[src/rtl/secuenciador_barrido.sv]
// Self-test sequencer: sweeps abcd through 0..15, holds each value DWELL clocks,
// and stores the sampled block outputs in a 16-entry table.
// Optional golden-table comparator enabled by defining SECUENCIADOR_CMP_EN.
module secuenciador_barrido #(
    parameter int unsigned DWELL = 4,
    parameter int unsigned N_OUT = 3
`ifdef SECUENCIADOR_CMP_EN
    ,
    parameter logic [16*N_OUT-1:0] ESPERADO = '0
`endif
) (
    input  logic             clk,
    input  logic             rst,
    input  logic             start,
    input  logic             abort,
    output logic [3:0]       abcd,
    input  logic [N_OUT-1:0] res_in,
    output logic             busy,
    output logic             done,
    input  logic [3:0]       rd_addr,
    output logic [N_OUT-1:0] rd_data
`ifdef SECUENCIADOR_CMP_EN
    ,
    output logic             error,
    output logic [3:0]       err_addr
`endif
);

    typedef enum logic [1:0] {IDLE, APLICAR, FIN} estado_t;

    localparam logic [7:0] CNT_LAST = 8'(DWELL - 1);

    estado_t          estado;
    logic [7:0]       cnt;
    logic [N_OUT-1:0] mem [16];
    logic             muestra_c;
    logic             arranque_c;

    // A sample is taken on the last dwell cycle unless abort wins that cycle
    assign muestra_c  = (estado == APLICAR) && !abort && (cnt == CNT_LAST);
    assign arranque_c = (estado == IDLE) && start && !abort;

    always_ff @(posedge clk) begin
        if (rst) begin
            estado  <= IDLE;
            abcd    <= 4'd0;
            cnt     <= 8'd0;
            busy    <= 1'b0;
            done    <= 1'b0;
            rd_data <= '0;
            for (int i = 0; i < 16; i++) begin
                mem[i] <= '0;
            end
        end else begin
            rd_data <= mem[rd_addr];
            done    <= 1'b0;
            if (muestra_c) begin
                mem[abcd] <= res_in;
            end
            case (estado)
                IDLE: begin
                    if (arranque_c) begin
                        estado <= APLICAR;
                        abcd   <= 4'd0;
                        cnt    <= 8'd0;
                        busy   <= 1'b1;
                    end
                end
                APLICAR: begin
                    if (abort) begin
                        estado <= IDLE;
                        busy   <= 1'b0;
                        abcd   <= 4'd0;
                        cnt    <= 8'd0;
                    end else if (cnt == CNT_LAST) begin
                        if (abcd == 4'd15) begin
                            estado <= FIN;
                            busy   <= 1'b0;
                            done   <= 1'b1;
                        end else begin
                            abcd <= abcd + 4'd1;
                            cnt  <= 8'd0;
                        end
                    end else begin
                        cnt <= cnt + 8'd1;
                    end
                end
                FIN: begin
                    estado <= IDLE;
                end
                default: begin
                    estado <= IDLE;
                end
            endcase
        end
    end

`ifdef SECUENCIADOR_CMP_EN
    logic [N_OUT-1:0] esperado_c;

    assign esperado_c = ESPERADO[int'(abcd) * int'(N_OUT) +: N_OUT];

    // Sticky first-mismatch capture, rearmed by a start that begins a sweep
    always_ff @(posedge clk) begin
        if (rst) begin
            error    <= 1'b0;
            err_addr <= 4'd0;
        end else if (arranque_c) begin
            error <= 1'b0;
        end else if (muestra_c && !error && (res_in != esperado_c)) begin
            error    <= 1'b1;
            err_addr <= abcd;
        end
    end
`endif

endmodule

[config.mk]
export PLATFORM = sky130hd
export DESIGN_NAME = secuenciador_barrido
export DESIGN_NICKNAME = d
export VERILOG_FILES = /design/src/rtl/secuenciador_barrido.sv
export SDC_FILE = /design/constraint.sdc
export NUM_CORES = 1
export LEC_CHECK = 0
export CAP_MARGIN = 20
export CORE_MARGIN = 5
export CORE_UTILIZATION = 59
export DETAILED_ROUTE_END_ITERATION = 10
export PLACE_DENSITY = 0.79
export SYNTH_ARGS = -nofsm -noshare
export SYNTH_HDL_FRONTEND = slang
export SYNTH_SLANG_ARGS = --single-unit
[constraint.sdc]
create_clock -name clk -period 2.7 [get_ports clk]
set_input_delay 0.27 -clock clk [delete_from_list [all_inputs] [get_ports clk]]
set_output_delay 0.27 -clock clk [all_outputs]
set_load 0.01 [all_outputs]
# Word-level counts from Yosys, hierarchy flattened
# Memories as Yosys holds them, arrays and structs flattened. A register that Yosys moved wholly into a read port is not among the register bits.
# Index checks and enable logic that the tools add are counted.
# Widths: inputs -> output; s select.
[totals]
wordCells = 60
regBits = 16
mem_bits_rw = 48
input_bits = 11
n_memories = 1
[mem_list]
columns = ["name", "depth", "word_bits", "rd", "rd_ports_with_merged_regs", "wr", "line_no", "source"]
rows = [
  ["mem", 16, 3, 1, 1, 16, "35", "logic [N_OUT-1:0] mem [16];"],
]
[classes]
n_eq_ne = 8
bitwise_logic = 2
n_reduce_logical = 13
n_addsub = 2
muxes = 29
[ops]
columns = ["cell", "count"]
rows = [
  ["$mux 8", 4],
  ["$mux 4", 5],
  ["$pmux 8 s2", 1],
  ["$mux 1", 11],
  ["$add 8x1->8 const B", 1],
  ["$eq 8x2->1 const B", 1],
  ["$mux 2", 4],
  ["$pmux 4 s2", 1],
  ["$reduce_and 4->1", 2],
  ["$ne 3x2->1 const B", 2],
  ["$reduce_and 3->1", 2],
  ["$add 4x1->4 const B", 1],
  ["$eq 4x4->1 const B", 1],
  ["$logic_and 1x1->1", 4],
  ["$ne 4x4->1 const B", 1],
  ["$pmux 2 s2", 1],
  ["$reduce_or 4->1", 1],
  ["$mux 3", 1],
  ["$ne 3x3->1 const B", 1],
  ["$reduce_or 3->1", 1],
  ["$eq 2x1->1 const B", 1],
  ["$logic_not 2->1", 1],
  ["$ne 2x2->1 const B", 1],
  ["$not 1->1", 2],
  ["other kinds (3)", 3],
]

# Logic depth before layout (Yosys ltp)
# Gate-level depths: netlist of run 1.
[logic_depth]
ltp_word = 8
mapped_depth = 7
mapped_depth_nobuf = 5

# Worst setup path before layout of run 1
# OpenSTA, ideal clock, no wires.
[synth_timing]
path_kind = "register to register"
start = "register cnt[0]"
end = "memory mem[13][0] (enable)"
t_arrival_ns = 1.769
n_path_buf = 0
stages_incl_launch_ff = 6
required_time_ns = 2.400
setup_time_ns = 0.300
setup_slack_ns = 0.631
path_cell_list = "dfxtp_1 > ha_1 > or4b_4 > nor3_4 > and3_1 > a21o_1"
[synth_rtl]
columns = ["element", "line_no", "source"]
rows = [
  ["from (decl)", "34", "logic [7:0] cnt;"],
  ["from (signal assigned)", "85", "cnt <= cnt + 8'd1;"],
  ["to (decl)", "35", ""],
]

==> metrics, run 1 <==
reg2reg path depth 5; top cell type by total area after synthesis edfxtp_1; max cap viols 0; via count approximately 2,300; non-filler instance count after layout ~370; status complete, no violations; CP endpoint kind register; initial antenna violation count 0; Reg area around 1800 um2; number of setup buffers added after CTS 0; Final setup violation count 0; f_max 425.4 MHz; top cells by area, synth edfxtp_1, dfxtp_1, mux4_2; critical path fanouts, max 7; Pleak approximately 1.3 nW; post-detail-place hpwl between 4000 and 5000 um; WL per Instance about 19 um; Sink Count 67; RSZ-0062 raised after global routing false; Yosys Warn Count 0; part of the cycle the worst path needs 0.8707; post-synth top area share 0.4395; TritonCTS buffer count 9; Fillers 405; final core utilization 0.6784; Post-synth EDFFs 48; IO Count 20; Inst Count DP 359; total power per unit cell area 541.8 nW/um2; multi-input logic area around 1400 um2; max-slew violations 0; Cells after Synth ~280; syn_nets about 290; Tmin final around 2.4 ns; commonest cells in the netlist nor2_1, edfxtp_1, dfxtp_1; final-stage net count between 300 and 400; DRT Wirelength roughly 7000 um; arrival time at the worst endpoint about 2.4 ns; Fin. Hold Viols 0; DRC 0; Slowest Stage Delay on Critical Path about 0.53 ns; Inserted Diodes 0; WP data required 2.74 ns; clock latency on the worst-skew pair between 0.3 and 0.4 ns; Yosys reg bits between 60 and 70; worst vdd ir roughly 0.00026 V; first-pass GRT wire length between 10,000 and 15,000 um; Post-synth top flop edfxtp_1; Port Buf Inserts 19; Critical R2R Launch cnt[0]$_SDFFE_PP0P_; Total GRT Usage 0.2154; layout cells sized above 1 0.1395; clk root buf clkbuf_8; worst hold slack around 0.52 ns; synth-to-layout area growth 12.51%; CTS clk-pin slew, worst paths roughly 0.07 ns; Hold Buf Count CTS 0; CTS tree yes; H-tree levels 3; flop2flop setup slack between 0.3 and 0.4 ns; crit-path cells ha_1 > or4b_4 > nor3_4 > and2_1 > a21o_1; Endpoint, Worst Hold cnt[5]$_SDFFE_PP0P_; kind of critical path register to register; clock skew ~0.006 ns; mean area per synthesized cell 11.93 um2; count of cell types in the netlist between 40 and 50; Pre-Repair DR Iteration Count 5; vias in the first global route 2,396; Final ANT Viol Nets 0; Core Box Area 5439 um2; hold wc startpoint cnt[5]$_SDFFE_PP0P_; row count 27; critical path launch point type register; largest net degree at the start of global routing 35; Die Width 84.56 um; post-synthesis sequential area ratio 0.5555; placer congestion estimate roughly 0.8; cell area after synthesis about 3300 um2; r2r endpoint mem[7][0]$_SDFFCE_PN0P_; Die Height 84.56 um; setup tns final 0 ns; die footprint ~7100 um2; Vias/cell ~6; gr ovfl total 0; normalized max-slew margin 0.6390; Starting Density 0.6029; Hold Path Class register to register; count leader, synth nor2_1; DRT iter0 DRCs roughly 190; Buf/Inv on CP 0; Worst Hold Depth 2; async set or reset register ratio after synthesis 0; Crit-path slowest cell or4b_4; CTS max path bufs 2; crit-path leading delay family simple AND/OR/NAND/NOR gates; Least-Margin Pin Slew 0.5398 ns; post-CTS sizing 0
[sequential cells by signal, summed over array words and instances (netlist names)]
name / cells
estado: 2
mem: 48
done: 1
abcd: 4
busy: 1
rd_data: 3
cnt: 8
[worst min-delay path, cell delays in order (launching register included)]
cell and delay (ns):
dfxtp_1 0.34, o31ai_1 0.07, a21oi_1 0.06
[layout by cell type (no fill, tap or decap), types with 4 or more instances in the layout]
cell and n:
and2_1 4, nand3_1 7, inv_1 4, nor2b_1 6, nand2_1 15, edfxtp_1 48, ha_1 5, buf_4 7
nor3_1 6, mux2i_1 6, clkdlybuf4s50_1 19, a21oi_1 8, o21ai_0 6, nor2_1 50, dfxtp_1 19, mux4_2 12
a21o_1 16, clkbuf_8 10
[where the power goes]
group	total, mW	switching (mW)	leakage [nW]	internal, mW
sequential	1.15	0.0149	0.620	1.14
clock	0.695	0.356	0.0767	0.338
combinational	0.151	0.0751	0.562	0.0762
total	2.00	0.446	1.26	1.55
[metal layers]
layer  part of all wire  GRT usage
met5                  0          0
met4              0.039     0.1338
met3              0.050    0.04416
met2               0.49     0.3438
met1               0.42     0.2685
[area by class of cell]
| class | instances | share of cell area |
|---|---|---|
| Clock buffer | 10 | 0.03730 |
| Clock inverter | 4 | 0.005086 |
| Inverter | 4 | 0.004069 |
| Multi-Input combinational cell | 190 | 0.3696 |
| Sequential cell | 67 | 0.4937 |
| Tap cell | 72 | 0.02442 |
| Timing Repair Buffer | 26 | 0.06579 |
[per-stage QoR]
step	total power, mW	cell area (um2)	setup WS (ns)
floorplan	1.265	3279	0.6306
global placement	1.323	3533	0.3928
detailed placement	1.328	3533	0.3623
CTS	2.005	3690	0.3871
global route	2.073	3690	0.2317
finish	1.999	3690	0.3492
[how the worst max path moves through the flow]
stage / start / to / slack [ns] / depth (start not counted)
2_1_floorplan: cnt[0]$_SDFFE_PP0P_ / mem[13][0]$_SDFFCE_PN0P_ / 0.63 / 5
3_3_place_gp: abort / mem[12][0]$_SDFFCE_PN0P_ / 0.39 / 5
3_5_place_dp: abort / mem[7][2]$_SDFFCE_PN0P_ / 0.36 / 5
4_1_cts: cnt[0]$_SDFFE_PP0P_ / mem[7][0]$_SDFFCE_PN0P_ / 0.39 / 5
5_1_grt: cnt[0]$_SDFFE_PP0P_ / mem[6][0]$_SDFFCE_PN0P_ / 0.23 / 5
6_report: cnt[0]$_SDFFE_PP0P_ / mem[7][0]$_SDFFCE_PN0P_ / 0.35 / 5
[cell families after synthesis]
| group | count (synthesis) | synth area share |
|---|---|---|
| adders and majority gates | 5 | 0.01908 |
| xor gates and xnor gates | 2 | 0.005342 |
| DFF | 67 | 0.5555 |
| muxes | 18 | 0.1007 |
| buffers and inverters | 18 | 0.02861 |
| and+or+nand+nor | 120 | 0.1988 |
| AOI/OAI and AO/OA | 45 | 0.09195 |
No activity file was read; power rests on OpenSTA's default activity.
==> inputs of run 2 (changes only) <==
--- a/config.mk
+++ b/config.mk
@@ -6,7 +6,7 @@
 export NUM_CORES = 1
 export LEC_CHECK = 0
 export CAP_MARGIN = 20
-export CORE_MARGIN = 5
+export CORE_MARGIN = 2
 export CORE_UTILIZATION = 59
 export DETAILED_ROUTE_END_ITERATION = 10
 export PLACE_DENSITY = 0.79
==> run 2 against run 1 <==
Compared with the run above: global-route usage is 3.8 points higher; largest cell class unchanged; setup slack better by 0.11 ns; register-to-register slack better by 0.11 ns.
==> metrics, run 2 (synthesis gave the netlist of run 1 again) <==
Total Power 2.110 mW (+5.5%); Psw 470.7 uW (+5.5%); arrival time at the worst endpoint 2.28 ns (-0.12 ns); clock latency on the worst-skew pair 0.35 ns (about the same); WP data required 2.75 ns (about the same); r2r endpoint mem[12][0]$_SDFFCE_PN0P_; CTS max path bufs 2 (unchanged); Critical R2R Launch cnt[0]$_SDFFE_PP0P_; CTS clk-pin slew, worst paths 0.07 ns (about the same); internal power 1.639 mW (+5.5%); via count 2,263 (-0.40%); row count 27 (unchanged); layout cells sized above 1 0.1569 (+0.01733); Endpoint, Worst Hold cnt[5]$_SDFFE_PP0P_; Fillers 404 (-0.25%); Inserted Diodes 0 (unchanged); Clk pwr share 0.382 (+0.035); critical path fanouts, max 6 (-1); Hold Path Class register to register; DRT Wirelength 7088 um (+1.1%); Core Box Area 5439 um2 (unchanged); commonest non-fill, non-tap cell in the layout nor2_1; Final ANT Viol Nets 0 (unchanged); IO Count 20 (unchanged); max reg flops 48 (unchanged); vias in the first global route 2,322 (-3.1%); Hold Buf Count CTS 0 (unchanged); commonest cells after routing, fill and taps aside nor2_1, edfxtp_1, dfxtp_1, clkdlybuf4s50_1, a21o_1; TritonCTS buffer count 9 (unchanged); DRC 0 (unchanged); Regs by FF count mem: 48 flops, cnt: 8 flops, abcd: 4 flops; max cap viols 0 (unchanged); worst hold slack 0.5178 ns (+0.001767 ns); CTS tree yes; status complete, no violations; Fin. Hold Viols 0 (unchanged); clock skew 0.009384 ns (+0.003544 ns); reg2reg path depth 5 (unchanged); post-CTS sizing 0 (unchanged); DRT iter0 DRCs 139 (-26%); Sink Count 67 (unchanged); CP endpoint kind register; normalized max-slew margin 0.6343 (-0.004712); Die Width 78.56 um (-7.1%); Least-Margin Pin Slew 0.5469 ns (+0.007045 ns); f_max 447.1 MHz (+5.1%); Die Height 78.56 um (-7.1%); final-stage net count 317 (+0.96%); clk root buf clkbuf_8; Total GRT Usage 0.2537 (+0.03833); Worst Hold Depth 2 (unchanged); switching share of power 0.2231 (about the same); largest net degree at the start of global routing 15 (-57%); placer congestion estimate 0.8455 (+7.0%); worst vdd ir 0.0003244 V (+27%); Pre-Repair DR Iteration Count 4 (-1); Port Buf Inserts 19 (unchanged); kind of critical path register to register; synth-to-layout area growth 14.08%; Vias/cell 5.987 (-1.7%); hold wc startpoint cnt[5]$_SDFFE_PP0P_; RSZ-0062 raised after global routing false; flop2flop setup slack 0.46 ns (+0.11 ns); gr ovfl total 0 (unchanged); die footprint 6171 um2 (-14%); setup tns final 0 ns (unchanged); Tmin final 2.236 ns (-0.1144 ns); Starting Density 0.6029 (unchanged); first-pass GRT wire length 11,530 um (-2.5%); Pleak 1.294 nW (+2.9%); initial antenna violation count 0 (unchanged); Final setup violation count 0 (unchanged); Largest Register mem; total power per unit cell area 563.9 nW/um2 (+4.1%); Inst Count DP 362 (+0.84%); non-filler instance count after layout 378 (+1.3%); combinational power share 0.072 (-0.004); number of setup buffers added after CTS 0 (unchanged); critical path launch point type register; part of the cycle the worst path needs 0.8283 (-0.04235); WL per Instance 18.75 um (-0.25%); max-slew violations 0 (unchanged); H-tree levels 3 (unchanged); power share of the sequential group 0.546 (-0.031); post-detail-place hpwl 5070 um (+1.9%)
[run 2: cell types whose count changed in the layout (fill, tap and decap cells not counted)]
| cell | before | now |
|---|---|---|
| clkinv_2 | 0 | 3 |
| clkinv_1 | 3 | 0 |
| clkbuf_8 | 10 | 9 |
| buf_4 | 7 | 10 |
| clkbuf_1 | 0 | 2 |
| bufinv_16 | 0 | 1 |
| clkinvlp_4 | 1 | 0 |
| clkinv_4 | 0 | 1 |
[run 2: worst max path at each step]
stage                         from                        to  slack (ns)  cells past startpoint
2_1_floorplan  cnt[0]$_SDFFE_PP0P_  mem[13][0]$_SDFFCE_PN0P_        0.63                      5
3_3_place_gp                 abort  mem[15][0]$_SDFFCE_PN0P_        0.43                      5
3_5_place_dp                 abort  mem[15][2]$_SDFFCE_PN0P_        0.41                      5
4_1_cts        cnt[0]$_SDFFE_PP0P_   mem[8][2]$_SDFFCE_PN0P_        0.48                      6
5_1_grt        cnt[0]$_SDFFE_PP0P_   mem[8][1]$_SDFFCE_PN0P_        0.34                      6
6_report       cnt[0]$_SDFFE_PP0P_  mem[12][0]$_SDFFCE_PN0P_        0.46                      5
[run 2: final cells by class]
class | instances | area, um2 | area share
clock inverter | 5 | 53.80 | 0.01438
clock buffer | 11 | 131.4 | 0.03512
sequential | 67 | 1822 | 0.4870
multi-input combinational | 190 | 1364 | 0.3645
tap | 72 | 90.09 | 0.02408
timing repair buffer | 29 | 265.3 | 0.07090
inverter | 4 | 15.01 | 0.004013
[run 2: per-stage QoR]
stage / worst slack (ns) / cell area (um2) / utilization
CTS: 0.4757 / 3741 / 0.6878
floorplan: 0.6306 / 3279 / -
detailed placement: 0.4056 / 3556 / 0.6538
global placement: 0.4348 / 3556 / 0.6538
global route: 0.3416 / 3741 / 0.6878
finish: 0.4635 / 3741 / 0.6878
[run 2: per-layer routing]
layer / part of all wire / vias up / global-route usage
met5: 0 / - / 0
li1: - / 1084 / -
met4: 0.029 / 0 / 0.1456
met3: 0.046 / 20 / 0.04483
met1: 0.43 / 1100 / 0.3224
met2: 0.49 / 59 / 0.4103
[run 2: worst max-delay path, cell delays in order, from the launching register on]
cell and delay (ns):
dfxtp_1 0.43, ha_1 0.27, or4b_4 0.53, nor3_4 0.25
and3_1 0.26, a21o_1 0.21
[run 2: power groups by stage]
stage	clock network, mW	registers (mW)	logic (mW)
2_1_floorplan	0	1.17	0.0936
3_3_place_gp	0	1.17	0.149
3_5_place_dp	0	1.17	0.153
4_1_cts	0.808	1.15	0.154
5_1_grt	0.841	1.16	0.165
6_report	0.805	1.15	0.153
==> inputs of run 3 (changes only) <==
==> constraint.sdc (replaced) <==
create_clock -name clk -period 2.25 [get_ports clk]
set_input_delay 0.225 -clock clk [delete_from_list [all_inputs] [get_ports clk]]
set_output_delay 0.225 -clock clk [all_outputs]
set_load 0.01 [all_outputs]
==> run 3 against run 2 <==
Compared with the run above: final area up 2.4%; sequential power up 20%; fmax up 4.8%; worst hold slack worse by 0.0085 ns; die area unchanged; critical path depth unchanged; clock-buffer cell count up 1; first-iteration DRC count up 73%; highest routed layer unchanged; routed wire length up 1.9%; clock skew down 0.0013 ns; via count up 2.2%; flip-flop and latch count unchanged.
==> metrics, run 3 (synthesis gave the netlist of run 1 again) <==
Largest Register mem; commonest cells after routing, fill and taps aside nor2_1, edfxtp_1, dfxtp_1, clkdlybuf4s50_1, a21o_1; status complete, no violations; worst hold slack 0.5093 ns (-0.008465 ns); Pleak 1.372 nW (+6.0%); internal power 2.116 mW (+29%); Clk pwr share 0.415 (+0.033); Total GRT Usage 0.2612 (+0.007461); CTS max path bufs 2 (unchanged); Vias/cell 6.039 (+0.88%); Fin. Hold Viols 0 (unchanged); post-detail-place hpwl 5152 um (+1.6%); die footprint 6171 um2 (unchanged); Buf/Inv on CP 0 (unchanged); DRT iter0 DRCs 241 (+73%); non-filler instance count after layout 383 (+1.3%); Core Box Area 5439 um2 (unchanged); flop2flop setup slack 0.12 ns (-0.35 ns); max cap viols 0 (unchanged); switching share of power 0.2110 (-0.01212); CTS clk-pin slew, worst paths 0.07 ns (about the same); Psw 565.8 uW (+20%); total power per unit cell area 700.2 nW/um2 (+24%); reg2reg path depth 5 (unchanged); TritonCTS buffer count 9 (unchanged); Pre-Repair DR Iteration Count 5 (+1); WL per Instance 18.85 um (+0.53%); post-CTS sizing 0 (unchanged); DRC 0 (unchanged); first-pass GRT wire length 11,920 um (+3.4%); Inserted Diodes 0 (unchanged); CTS tree yes; number of setup buffers added after CTS 0 (unchanged); Fillers 396 (-2.0%); H-tree levels 3 (unchanged); crit-path cells ha_1 > or4b_4 > nor3_4 > and3_1 > a21o_1; Critical R2R Launch cnt[0]$_SDFFE_PP0P_; row count 27 (unchanged); max-slew violations 0 (unchanged); CP startpoint cnt[0]$_SDFFE_PP0P_; Regs by FF count mem: 48 flops, cnt: 8 flops, abcd: 4 flops; Crit-path slowest cell or4b_4; critical path endpoint mem[13][0]$_SDFFCE_PN0P_; Slowest Stage Delay on Critical Path 0.51 ns (-0.02 ns); gr ovfl total 0 (unchanged); power share of the sequential group 0.516 (-0.030); largest net degree at the start of global routing 24 (+9); Die Height 78.56 um (unchanged); clock skew 0.008035 ns (-0.001349 ns); worst vdd ir 0.0003760 V (+16%); max reg flops 48 (unchanged); part of the cycle the worst path needs 0.9487 (+0.1204); CP endpoint kind register; DRT Wirelength 7220 um (+1.9%); Final ANT Viol Nets 0 (unchanged); Inst Count DP 367 (+1.4%); placer congestion estimate 0.8089 (-4.3%); critical path fanouts, max 6 (unchanged); synth-to-layout area growth 16.79%; initial antenna violation count 0 (unchanged); IO Count 20 (unchanged); via count 2,313 (+2.2%); critical path launch point type register; normalized max-slew margin 0.6865 (+0.05219); Starting Density 0.6029 (unchanged); kind of critical path register to register; final-stage net count 322 (+1.6%); stages on the worst setup path 5 (unchanged); Hold Buf Count CTS 0 (unchanged); Final setup violation count 0 (unchanged); Die Width 78.56 um (unchanged); layout cells sized above 1 0.1704 (+0.01356); Sink Count 67 (unchanged); WP data required 2.30 ns (-0.45 ns); crit-path leading delay family simple AND/OR/NAND/NOR gates; Port Buf Inserts 19 (unchanged); Hold Path Class register to register; setup tns final 0 ns (unchanged); Tmin final 2.135 ns (-0.1018 ns); RSZ-0062 raised after global routing false; Total Power 2.682 mW (+27%); Least-Margin Pin Slew 0.4697 ns (-0.07721 ns); r2r endpoint mem[13][0]$_SDFFCE_PN0P_; f_max 468.5 MHz (+4.8%); commonest non-fill, non-tap cell in the layout nor2_1; arrival time at the worst endpoint 2.18 ns (-0.10 ns); combinational power share 0.069 (-0.003); clock latency on the worst-skew pair 0.35 ns (about the same); clk root buf clkbuf_8; vias in the first global route 2,344 (+0.95%)
run 3: cell types whose count changed in the layout (fill, tap and decap cells not counted), sizes merged:
cell	delta
clkbuf	+1
clkinv	-2
bufinv	+1
buf	+5
run 3: worst min path at each step:
stage,cells past startpoint,startpoint,endpoint,slack (ns)
after floorplan,1,abort,estado[0]$_SDFFE_PP0P_,0.30
after global placement,2,cnt[5]$_SDFFE_PP0P_,cnt[5]$_SDFFE_PP0P_,0.48
after detailed placement,2,cnt[5]$_SDFFE_PP0P_,cnt[5]$_SDFFE_PP0P_,0.50
after CTS,2,cnt[5]$_SDFFE_PP0P_,cnt[5]$_SDFFE_PP0P_,0.51
after global routing,2,cnt[5]$_SDFFE_PP0P_,cnt[5]$_SDFFE_PP0P_,0.55
final,2,cnt[5]$_SDFFE_PP0P_,cnt[5]$_SDFFE_PP0P_,0.51
run 3: layout make-up:
cell class | instances | area, um2 | share of cell area
inverter | 4 | 15.01 | 0.003920
clock inverter | 4 | 73.82 | 0.01927
timing repair buffer | 34 | 302.8 | 0.07906
tap | 72 | 90.09 | 0.02352
clock buffer | 12 | 145.1 | 0.03790
multi-input combinational | 190 | 1381 | 0.3607
sequential | 67 | 1822 | 0.4757
run 3: through the flow:
step | util | instance area (um2) | setup WS, ns
floorplan | - | 3279 | 0.1806
global placement | 0.6607 | 3593 | 0.1593
detailed placement | 0.6607 | 3593 | 0.1305
CTS | 0.7009 | 3812 | 0.1277
global route | 0.7042 | 3830 | 0.03348
finish | 0.7042 | 3830 | 0.1154
run 3: tightest hold or removal path, cell delays in order (launching register included):
cell and delay, ns:
dfxtp_1 0.34, o31ai_1 0.07, a21oi_1 0.06
run 3: power groups by stage:
stage               sequential (mW)  clock [mW]  combinational, mW
floorplan                      1.41           0              0.112
global placement               1.41           0              0.181
detailed placement             1.41           0              0.186
CTS                            1.38        1.11              0.187
global route                   1.39        1.17              0.202
finish                         1.38        1.11              0.186
run 3: layer usage:
layer  part of all wire  up-vias  track usage
met5                  0        -            0
met3              0.056       17      0.04483
met2               0.51       87       0.4470
met1               0.41     1117       0.3362
met4              0.020        0      0.09298
li1                   -     1092            -
